[src/rtl/tick_prescaler_burst_if.sv]
// Bus bundle for tick_prescaler_burst: control/config inputs and tick/status outputs.
interface tick_prescaler_burst_if #(
  parameter int DIV_WIDTH = 16,
  parameter int CNT_WIDTH = 8
);
  logic                 start;
  logic                 stop;
  logic [DIV_WIDTH-1:0] div;
  logic [CNT_WIDTH-1:0] burst_len;
  logic                 tick;
  logic                 busy;
  logic                 done;
  logic [CNT_WIDTH-1:0] tick_count;

  modport master (
    output start, stop, div, burst_len,
    input  tick, busy, done, tick_count
  );

  modport slave (
    input  start, stop, div, burst_len,
    output tick, busy, done, tick_count
  );
endinterface

[src/rtl/tick_prescaler_burst.sv]
// Prescaled tick generator issuing bursts of burst_len ticks every div+1 cycles.
// Define TICK_PRESCALER_AUTORELOAD_EN to restart the burst automatically after each done pulse.
module tick_prescaler_burst #(
  parameter int DIV_WIDTH = 16,
  parameter int CNT_WIDTH = 8
) (
  input  logic                  clk,
  input  logic                  rst,
  tick_prescaler_burst_if.slave bus
);
  localparam logic [1:0] ST_IDLE = 2'd0;
  localparam logic [1:0] ST_RUN  = 2'd1;
  localparam logic [1:0] ST_DONE = 2'd2;

  logic [1:0]           r_state;
  logic [DIV_WIDTH-1:0] r_div_q;
  logic [DIV_WIDTH-1:0] r_pre;
  logic [CNT_WIDTH-1:0] r_len_q;
  logic [CNT_WIDTH-1:0] r_count;
  logic                 r_tick;
  logic                 r_busy;
  logic                 r_done;

  logic [1:0]           w_state_next;
  logic [DIV_WIDTH-1:0] w_div_next;
  logic [DIV_WIDTH-1:0] w_pre_next;
  logic [CNT_WIDTH-1:0] w_len_next;
  logic [CNT_WIDTH-1:0] w_count_next;
  logic                 w_tick_next;
  logic                 w_pre_hit;
  logic                 w_burst_end;

  assign w_pre_hit   = (r_pre == r_div_q);
  // Count equals length only once the final tick has already been issued.
  assign w_burst_end = (r_len_q != '0) && (r_count == r_len_q);

  always_comb begin
    w_state_next = r_state;
    w_div_next   = r_div_q;
    w_pre_next   = r_pre;
    w_len_next   = r_len_q;
    w_count_next = r_count;
    w_tick_next  = 1'b0;
    case (r_state)
      ST_IDLE: begin
        if (bus.start && !bus.stop) begin
          w_div_next   = bus.div;
          w_len_next   = bus.burst_len;
          w_pre_next   = '0;
          w_count_next = '0;
          w_state_next = ST_RUN;
        end
      end
      ST_RUN: begin
        if (bus.stop) begin
          w_state_next = ST_IDLE;
        end else if (w_burst_end) begin
          w_state_next = ST_DONE;
        end else if (w_pre_hit) begin
          w_tick_next  = 1'b1;
          w_pre_next   = '0;
          w_count_next = r_count + CNT_WIDTH'(1);
        end else begin
          w_pre_next   = r_pre + DIV_WIDTH'(1);
        end
      end
      ST_DONE: begin
`ifdef TICK_PRESCALER_AUTORELOAD_EN
        if (bus.stop) begin
          w_state_next = ST_IDLE;
        end else begin
          w_state_next = ST_RUN;
          w_pre_next   = '0;
          w_count_next = '0;
        end
`else
        w_state_next = ST_IDLE;
`endif
      end
      default: w_state_next = ST_IDLE;
    endcase
  end

  always_ff @(posedge clk) begin
    if (rst) begin
      r_state <= ST_IDLE;
      r_div_q <= '0;
      r_pre   <= '0;
      r_len_q <= '0;
      r_count <= '0;
      r_tick  <= 1'b0;
      r_busy  <= 1'b0;
      r_done  <= 1'b0;
    end else begin
      r_state <= w_state_next;
      r_div_q <= w_div_next;
      r_pre   <= w_pre_next;
      r_len_q <= w_len_next;
      r_count <= w_count_next;
      r_tick  <= w_tick_next;
      r_busy  <= (w_state_next == ST_RUN);
      r_done  <= (w_state_next == ST_DONE);
    end
  end

  assign bus.tick       = r_tick;
  assign bus.busy       = r_busy;
  assign bus.done       = r_done;
  assign bus.tick_count = r_count;
endmodule
[src/flat_wrapper.sv]
// flat-port wrapper written by rule: the top's interface ports become plain ports
module tick_prescaler_burst_flat 
#(
  parameter int DIV_WIDTH = 16,
  parameter int CNT_WIDTH = 8
)
  (clk, rst, bus_start, bus_stop, bus_div, bus_burst_len, bus_tick, bus_busy, bus_done, bus_tick_count);
  tick_prescaler_burst_if #(.DIV_WIDTH(DIV_WIDTH), .CNT_WIDTH(CNT_WIDTH)) bus_i ();
  input  logic clk;
  input  logic rst;
  input wire logic [$bits(bus_i.start)-1:0] bus_start;
  input wire logic [$bits(bus_i.stop)-1:0] bus_stop;
  input wire logic [$bits(bus_i.div)-1:0] bus_div;
  input wire logic [$bits(bus_i.burst_len)-1:0] bus_burst_len;
  output wire logic [$bits(bus_i.tick)-1:0] bus_tick;
  output wire logic [$bits(bus_i.busy)-1:0] bus_busy;
  output wire logic [$bits(bus_i.done)-1:0] bus_done;
  output wire logic [$bits(bus_i.tick_count)-1:0] bus_tick_count;
  assign bus_i.start = bus_start;
  assign bus_i.stop = bus_stop;
  assign bus_i.div = bus_div;
  assign bus_i.burst_len = bus_burst_len;
  assign bus_tick = bus_i.tick;
  assign bus_busy = bus_i.busy;
  assign bus_done = bus_i.done;
  assign bus_tick_count = bus_i.tick_count;
  tick_prescaler_burst #(.DIV_WIDTH(DIV_WIDTH), .CNT_WIDTH(CNT_WIDTH)) u_core (.clk(clk), .rst(rst), .bus(bus_i));
endmodule
[config.mk]
export PLATFORM = sky130hd
export DESIGN_NAME = tick_prescaler_burst_flat
export DESIGN_NICKNAME = d
export VERILOG_FILES = /design/src/rtl/tick_prescaler_burst_if.sv /design/src/rtl/tick_prescaler_burst.sv /design/src/flat_wrapper.sv
export SDC_FILE = /design/constraint.sdc
export NUM_CORES = 1
export LEC_CHECK = 0
export ABC_AREA = 1
export BUFFER_PORTS_ARGS = -buffer_cell sky130_fd_sc_hd__buf_4
export CAP_MARGIN = 10
export CORE_ASPECT_RATIO = 0.5
export CORE_MARGIN = 2
export CORE_UTILIZATION = 50
export DETAILED_ROUTE_END_ITERATION = 10
export PLACE_DENSITY = 0.74
export SLEW_MARGIN = 20
export SYNTH_ARGS = -nofsm -noshare
export SYNTH_HDL_FRONTEND = slang
export SYNTH_SLANG_ARGS = --single-unit
[constraint.sdc]
create_clock -name clk -period 3.8 [get_ports clk]
set_input_delay 0.57 -clock clk [delete_from_list [all_inputs] [get_ports clk]]
set_output_delay 0.57 -clock clk [all_outputs]
set_load 0.005 [all_outputs]
After elaboration in Yosys (flattened, before gate mapping)
Cells that the tools add are included.

Add/subtract/negate cells: 2. Equality and inequality tests: 9. Mux-type cells: 15. Bitwise gates (word level): 1. Reduce and logical (&&, ||, !) cells: 10.

Operators by type and width (number): $mux 16 (4); $mux 8 (4); $pmux 16 s2 (1); $add 16x1->16 const B (1); $eq 16x16->1 (1); $pmux 8 s2 (1); $add 8x1->8 const B (1); $eq 8x8->1 (1); $reduce_bool 8->1 (1); $mux 2 (3); $reduce_and 5->1 (1); $eq 2x1->1 const B (2); $ne 2x1->1 const B (2); $ne 2x2->1 const B (2); $pmux 2 s2 (1); $reduce_and 4->1 (1); $reduce_or 4->1 (1); $eq 2x2->1 const B (1); $logic_and 1x1->1 (2); $logic_not 2->1 (1); $reduce_and 2->1 (1); $reduce_bool 2->1 (1); $logic_not 1->1 (1); $mux 1 (1); $not 1->1 (1).

Register bits after elaboration: 53. Input port bits: 28. Output and inout port bits: 11. Word-level logic and storage cells: 45.

Logic depth before layout (Yosys ltp)
Gate-level depths: netlist of the first run.

Depth after elaboration: 6. Mapped depth: 13. Mapped depth without buffers: 12.

Worst setup path after synthesis of the first run
OpenSTA, ideal clock, no wires.

Path type: register to register. Start point: register u_core.r_pre[11]. End point: register u_core.r_count[2] (netlist: u_core.bus.tick_count[2]). Library setup time: 0.136 ns. Data arrival time: 1.351 ns. Data required time: 3.664 ns. Setup slack: 2.313 ns. Cell stages (with the launch flop): 14. Buffers on the path: 2. Period minus slack after synthesis: 1.487 ns. Cells stage by stage: dfxtp_1 buf_2 inv_2 nand2_1 nand2_1 nor2_1 nand2_1 nor2_4 nand2_4 nand2_4 nand2_4 buf_6 nand2_1 a21oi_2.

Cells in the longest elaborated chain, start to end: 3.

Ends and longest elaborated chain: start: declaration (line tick_prescaler_burst.sv:17) `logic [DIV_WIDTH-1:0] r_pre;`; start signal: assignment (line tick_prescaler_burst.sv:97) `r_pre <= w_pre_next;`; $eq 16x16->1 (line tick_prescaler_burst.sv:33) `assign w_pre_hit = (r_pre == r_div_q);`; $ne 2x1->1 (no line); $reduce_and 5->1 (no line); end signal: assignment (line tick_prescaler_burst.sv:99) `r_count <= w_count_next;`; end: declaration (line tick_prescaler_burst.sv:19) `logic [CNT_WIDTH-1:0] r_count;`.

No other way between the ends. A chain may end at the register's enable or synchronous reset.

Final worst setup path of the first run
Start point: register u_core.r_state[0]. End point: register u_core.r_count[6] (netlist: u_core.bus.tick_count[6]).

Cells in the longest elaborated chain, start to end: 3. Elaborated cells on any way between the ends: 9. Those cells by class: eq/ne: 5; mux: 1; reduce/logical: 3.

Ends and longest elaborated chain: start: declaration (line tick_prescaler_burst.sv:15) `logic [1:0] r_state;`; start signal: assignment (line tick_prescaler_burst.sv:95) `r_state <= w_state_next;`; $eq 2x1->1 or $logic_not 2->1 (tied branches) (line tick_prescaler_burst.sv:44) `case (r_state)`; $ne 2x1->1 (no line), or another cell as far along; $reduce_and 5->1 (no line).

Several ways; a longest one is shown, not always the timed one.

==> impl_metrics.json, run 1 <==
{
  "cts.sinks": 53,
  "final.min_clock_period_ps": 2240,
  "hold_ws_ps": 466,
  "cp.required_ps": 4030,
  "rows": 19,
  "reg2reg_setup_slack_ps": 1560,
  "r2r-start": "u_core.r_state[0]",
  "maxSlewViolCount": 0,
  "grtUsageTotal_pct": 21.5,
  "powerDensity_mw_per_mm2": 388,
  "drive_gt1_share_pct": 16.7,
  "grt_pass1_vias": 2391,
  "ys_ff_latch": 53,
  "syn_area_mm2": 0.00291,
  "worst_pin_slew_ps": 903,
  "hold_path.class": "input port to flop",
  "ctsRootBufferMaster": "clkbuf_16",
  "post_cts_resized": 0,
  "start_util_pct": 52.4,
  "ir_drop_uv": 234,
  "holdPathStages": 2,
  "final_common_cell": "nand2_1",
  "cts_buffers": 5,
  "synthCells": 437,
  "period_share_pct": 58.8,
  "ant_nets": 0,
  "clkLatencyLatePin_ps": 290,
  "hold_buffers": 0,
  "cts_tree": "built",
  "route.detailed.drc": 0,
  "die_w_um": 112,
  "avgSynthCellArea_um2": 6.67,
  "dpl_cell_area_mm2": 0.00320,
  "leakagePower_nw": 1.37,
  "cp_max_fo": 28,
  "grt_setup_unrepaired": "false",
  "design.core.area_mm2": 0.00556,
  "critPathCaptureType": "flop",
  "dr.pass1.iters": 4,
  "io_buffers": 38,
  "reg2reg_depth": 10,
  "vias": 2777,
  "yosysWarnings": 0,
  "h-tree-depth": 2,
  "gp_congestion": 0.871,
  "relSlewSlack_pct": 39.8,
  "synth_area_leaders": "dfxtp_1 36%, nand2_1 13%, nor2_1 8.5%",
  "drt_iter0_drc": 252,
  "fmax_mhz": 447,
  "tns_ps": 0,
  "finalWirelength_um": 6720,
  "hold_path_end": "u_core.r_state[1]",
  "grt_max_degree": 32,
  "status": "completed",
  "vias_per_cell": 5.15,
  "maxCapViolCount": 0,
  "dieArea_mm2": 0.00649,
  "synth_fp_nets": 467,
  "worst-setup-path-type": "flop to flop",
  "seq_area_frac_synth_pct": 36.4,
  "grt_pass1_wl_um": 11200,
  "grt-ovfl-total": 0,
  "yosysTopAreaCellShare_pct": 36.4,
  "yosys.area.top_type": "dfxtp_1",
  "final_cell_mix": "102 x nand2_1, 66 x nor2_1, 53 x dfxtp_1",
  "hp-start": "bus_stop",
  "r2r-end": "u_core.bus.tick_count[6]",
  "post-cts-setup-buffer-count": 0,
  "hold_viol_final": 0,
  "insertedDiodeCount": 0,
  "yosysUniqueCellTypes": 27,
  "grt_antenna_before_repair": 0,
  "finalClockSkew_ps": 4.67,
  "startpoint": "u_core.r_state[0]",
  "path_clk_slew_ps": 70,
  "die_h_um": 58.0,
  "clk_path_buf_depth": 2,
  "fill_cells": 542,
  "final_area_mm2": 0.00337,
  "cp-start-kind": "flop",
  "pin_count": 39,
  "setup_viol": 0,
  "wl_per_cell_um": 12.5,
  "syn_to_final_growth_pct": 15.8,
  "dp_hpwl_um": 4660,
  "nNetsFinal": 495,
  "cp.arrival_ps": 2470
}
[cells in the mapped netlist]
master    number
nand2_4        4
buf_6          1
buf_1          1
inv_1         35
ha_1           2
a21oi_1       41
nand3_1       29
clkbuf_1      10
xnor2_1        4
inv_2         10
buf_4          1
nor4_1         3
buf_2          4
a21oi_2        6
nor3_1         8
nand3_2        6
nor2_4         3
xor2_1        13
nor2_2         1
nand2_1      102
o21ai_0       29
nor2_1        66
nand2_2        1
dfxtp_1       53
buf_12         1
nand4_1        1
nor3b_1        2
[cells by family (layout without fill, tap and decap cells)]
kind of cell	count (synthesis)	after routing	share of synthesized area [%]
AOI/OAI and AO/OA	76	76	13.8
xor gates and xnor gates	17	17	5.11
adders and majority gates	2	2	0.859
buffers and inverters	63	92	9.23
DFF	53	53	36.4
and+or+nand+nor	226	226	34.6
[per-layer routing]
metal  track usage (%)  up-vias  routed length (µm)
met1              30.7     1241                3400
met3              4.08        6                 382
met4              6.10        0                  68
li1                  -     1459                   -
met2              33.8       71                2870
met5                 0        -                   0
[how the worst max path moves through the flow]
stage | to | slack [ps]
2_1_floorplan | u_core.bus.tick_count[2] | 2310
3_3_place_gp | u_core.bus.tick_count[7] | 1500
3_5_place_dp | u_core.r_pre[3] | 1430
4_1_cts | u_core.bus.tick_count[6] | 1600
5_1_grt | u_core.bus.tick_count[6] | 1360
6_report | u_core.bus.tick_count[6] | 1560
[per-stage QoR]
| step | setup slack [ps] | instances | power [mW] | utilization [%] |
|---|---|---|---|---|
| after global routing | 1360 | 539 | 1.37 | 60.7 |
| final | 1560 | 539 | 1.31 | 60.7 |
| after floorplan | 2310 | 437 | 0.743 | - |
| after global placement | 1500 | 531 | 0.789 | 57.5 |
| after CTS | 1600 | 539 | 1.32 | 60.7 |
| after detailed placement | 1430 | 531 | 0.792 | 57.5 |
[critical path, cell delays in order (launching register included)]
cell and delay, ps:
dfxtp_1 330, inv_1 60, nor2_4 210, inv_1 300, nor2_1 200, nand2_2 240, nand2_4 370, nand2_4 190
nand2_1 100, nand2_1 50, nor2_1 110
[sequential cells by signal, indices dropped and copies added, names as in the netlist]
| signal | flops |
|---|---|
| u_core.bus.done | 1 |
| u_core.bus.tick | 1 |
| u_core.r_len_q | 8 |
| u_core.bus.busy | 1 |
| u_core.bus.tick_count | 8 |
| u_core.r_state | 2 |
| u_core.r_div_q | 16 |
| u_core.r_pre | 16 |
[area by class of cell]
cell class / count / area [µm²] / share of cell area (%)
Sequential cell: 53 / 1060 / 31.4
Multi-Input combinational cell: 321 / 1580 / 46.9
Inverter: 45 / 169 / 5.01
Clock inverter: 2 / 37.5 / 1.11
Clock buffer: 6 / 139 / 4.12
Tap cell: 73 / 91.3 / 2.71
Timing Repair Buffer: 39 / 293 / 8.68
[report_power, final]
part	switching (mW)	leakage [nW]	internal (mW)
combinational	0.114	0.852	0.0679
clock	0.199	0.0831	0.329
sequential	0.0197	0.432	0.580
Power figures use the tool's default switching activity.
==> inputs of run 2 (changes only) <==
- ABC_AREA: 1 -> 0
- PLACE_DENSITY: 0.74 -> 0.77
- clock period: 3.8 -> 1.8 ns (I/O delays scaled with it)
==> run 2 against run 1 <==
The run now ends with negative setup slack left. Sequential share of layout area fell by 1.3 points. Final area rose by 6.5%. Combinational power rose to 2.5 times the previous value. Area after synthesis fell by 14%. Wire length rose by 6.3%. Sequential power rose by 110%. Synthesized cell count fell by 30%. Clock-buffer cell count rose by 1. Final cell count fell by 14%. Non-clock buffer count rose by 53. Total power rose by 85%. Sequential cell count did not move. Critical path type unchanged. Largest cell class unchanged.
==> impl_metrics.json, run 2 <==
{
  "status": "finished with violations",
  "violations": "negative setup slack",
  "synth_edf_count": 0,
  "ant_nets": 0,
  "synthCells": 307,
  "grt_max_degree": 36,
  "relSlewSlack_pct": 74.2,
  "h-tree-depth": 2,
  "yosysWarnings": 0,
  "insertedDiodeCount": 0,
  "ys_ff_latch": 53,
  "fill_cells": 354,
  "fin_util_pct": 73.6,
  "grt_pass1_wl_um": 11300,
  "grt_antenna_before_repair": 0,
  "dp.cells": 451,
  "io_buffers": 38,
  "hold_viol_final": 0,
  "grtUsageTotal_pct": 25.7,
  "drt_iter0_drc": 157,
  "fmax_mhz": 525,
  "final_cell_mix": "87 x buf_4, 63 x nand2_1, 38 x dfxtp_1",
  "maxCapViolCount": 0,
  "critPathCaptureType": "flop",
  "cp.arrival_ps": 2170,
  "ir_drop_uv": 523,
  "setup_viol": 18,
  "p_total_mw": 2.43,
  "leakagePower_nw": 1.41,
  "slowest_stage": "or4_4",
  "syn_area_mm2": 0.00251,
  "clk_path_buf_depth": 2,
  "final.min_clock_period_ps": 1900,
  "synth_fp_nets": 337,
  "crit_family": "simple AND/OR/NAND/NOR gates",
  "path_clk_slew_ps": 100,
  "gp_congestion": 0.914,
  "tns_ps": -1100,
  "yosysTopAreaCellShare_pct": 42.2,
  "startpoint": "u_core.r_len_q[4]",
  "syn_to_final_growth_pct": 42.9,
  "dp_hpwl_um": 4810,
  "pre_cts_ws_ps": -323,
  "cts_buffers": 5,
  "maxSlewViolCount": 0,
  "die_w_um": 104,
  "cts.sinks": 53,
  "register_area_mm2": 0.00108,
  "drive_gt1_share_pct": 41.4,
  "synthFlopType": "dfxtp_1",
  "grt_pass1_vias": 2412,
  "cp.required_ps": 2070,
  "hp-start": "bus_burst_len[7]",
  "cts_tree": "built",
  "nNetsFinal": 425,
  "yosys.area.top_type": "dfxtp_1",
  "synth_top_family_by_area": "simple AND/OR/NAND/NOR gates",
  "final_common_cell": "buf_4",
  "synth_compound_area_share_pct": 18.6,
  "worst-setup-path-type": "flop to flop",
  "fin_ws_ps": -105,
  "synthAdderAreaFrac_pct": 0.995,
  "pin_count": 39,
  "yosysUniqueCellTypes": 42,
  "critical_path.max_stage_delay_ps": 480,
  "start_util_pct": 51.5,
  "avgSynthCellArea_um2": 8.19,
  "wl_per_cell_um": 15.3,
  "design.core.area_mm2": 0.00489,
  "worst_pin_slew_ps": 387,
  "seq_area_frac_synth_pct": 42.2,
  "die_h_um": 54.2,
  "finalWirelength_um": 7140,
  "cp-start-kind": "flop",
  "rows": 18,
  "vias": 2639,
  "clkLatencyLatePin_ps": 320,
  "yosys.cell_count.top_type": "nand2_1",
  "synth_xor_xnor_area_share_pct": 8.36,
  "route.detailed.drc": 0,
  "dr.pass1.iters": 5,
  "finalClockSkew_ps": 14.5,
  "vias_per_cell": 5.66,
  "synth_simple_gate_area_share_pct": 26.0,
  "synthMuxAreaShare_pct": 0.448,
  "powerDensity_mw_per_mm2": 676,
  "r2r-start": "u_core.r_len_q[4]",
  "dieArea_mm2": 0.00565,
  "reg.largest.list": "u_core.r_div_q (16), u_core.r_pre (16)",
  "ctsRootBufferMaster": "clkbuf_8",
  "multi_input_area_mm2": 0.00158,
  "async_flop_share_pct": 0,
  "crit_buf_inv": 0,
  "hold_path.class": "input port to flop",
  "crit_chain": "nor4_2 > nand2_1 > and3_4 > or4_4 > or3_4 > o21ai_1",
  "grt-ovfl-total": 0,
  "cp_max_fo": 7,
  "synthTopCellsByCount": "63 x nand2_1, 53 x dfxtp_1, 38 x a21oi_1, 20 x o21ai_0, 16 x xnor2_1",
  "period_share_pct": 106,
  "grt_setup_unrepaired": "true",
  "final_cells": 466,
  "synth_area_leaders": "dfxtp_1 42%, nand2_1 9.4%, a21oi_1 7.6%"
}
[run 2: cell types whose count changed in the layout (fill, tap and decap cells not counted), sizes merged, moves of 9 or more]
| cell | previous run | this run |
|---|---|---|
| buf | 39 | 92 |
| nand3 | 35 | 9 |
| nand2 | 107 | 63 |
| xnor2 | 4 | 16 |
| a21oi | 47 | 38 |
| nor2 | 70 | 9 |
| or3 | 0 | 11 |
| inv | 45 | 8 |
[run 2: final cells by class]
type | instances | area share [%]
clock buffers | 7 | 2.68
clock inverters | 1 | 0.139
inverters | 8 | 0.835
multi-input cells | 235 | 44.1
flip-flops and latches | 53 | 30.1
well taps | 70 | 2.44
repair buffers | 92 | 19.7
[run 2: kinds of logic after synthesis]
family,after synthesis
adder cells (fa/ha/maj),2
buffers and inverters,20
AO/OA/AOI/OAI,78
flip-flops,53
multiplexers,1
AND/OR/NAND/NOR,129
XOR/XNOR,24
[run 2: metal layers]
| layer | routed length, µm | track usage [%] | up-vias | share of wire (%) |
|---|---|---|---|---|
| met2 | 3410 | 45.3 | 103 | 48 |
| met3 | 480 | 6.54 | 18 | 6.7 |
| met5 | 0 | 0 | - | 0 |
| met1 | 3130 | 31.5 | 1256 | 44 |
| li1 | - | - | 1262 | - |
| met4 | 126 | 9.01 | 0 | 1.8 |
[run 2: worst min-delay path, stage by stage]
cell and delay, ps:
buf_4 110, nand2_1 40, a21oi_1 50
[run 2: worst paths after layout]
check,end,slack (ps),cells after the start
worst max-delay path,u_core.r_pre[7],-100,6
worst min-delay path,u_core.r_len_q[7],190,3
worst max register to register,u_core.r_pre[7],-100,6
worst min register to register,u_core.r_div_q[9],480,2
[run 2: metrics by stage]
step	hold WS (ps)	cell area [µm²]
6_report	186	3590
5_1_grt	189	3590
4_1_cts	181	3500
3_5_place_dp	468	3220
3_3_place_gp	459	3220
2_1_floorplan	349	2540
[run 2: report_power, final]
part	switching (mW)	total, mW	leakage (nW)	internal (mW)
clock	0.395	0.743	0.0542	0.348
combinational	0.230	0.457	0.921	0.227
sequential	0.0261	1.23	0.437	1.20
total	0.651	2.43	1.41	1.78
[run 2: what timing repair did]
item / 4_1_cts / 5_1_grt
hold buffers: 0 / 0
resized for setup: 41 / 26
setup buffers: 3 / 2
pin swaps: 15 / 5
cloned: 2 / 0
setup endpoints to repair: 26 / 25
hold endpoints to repair: 0 / 0
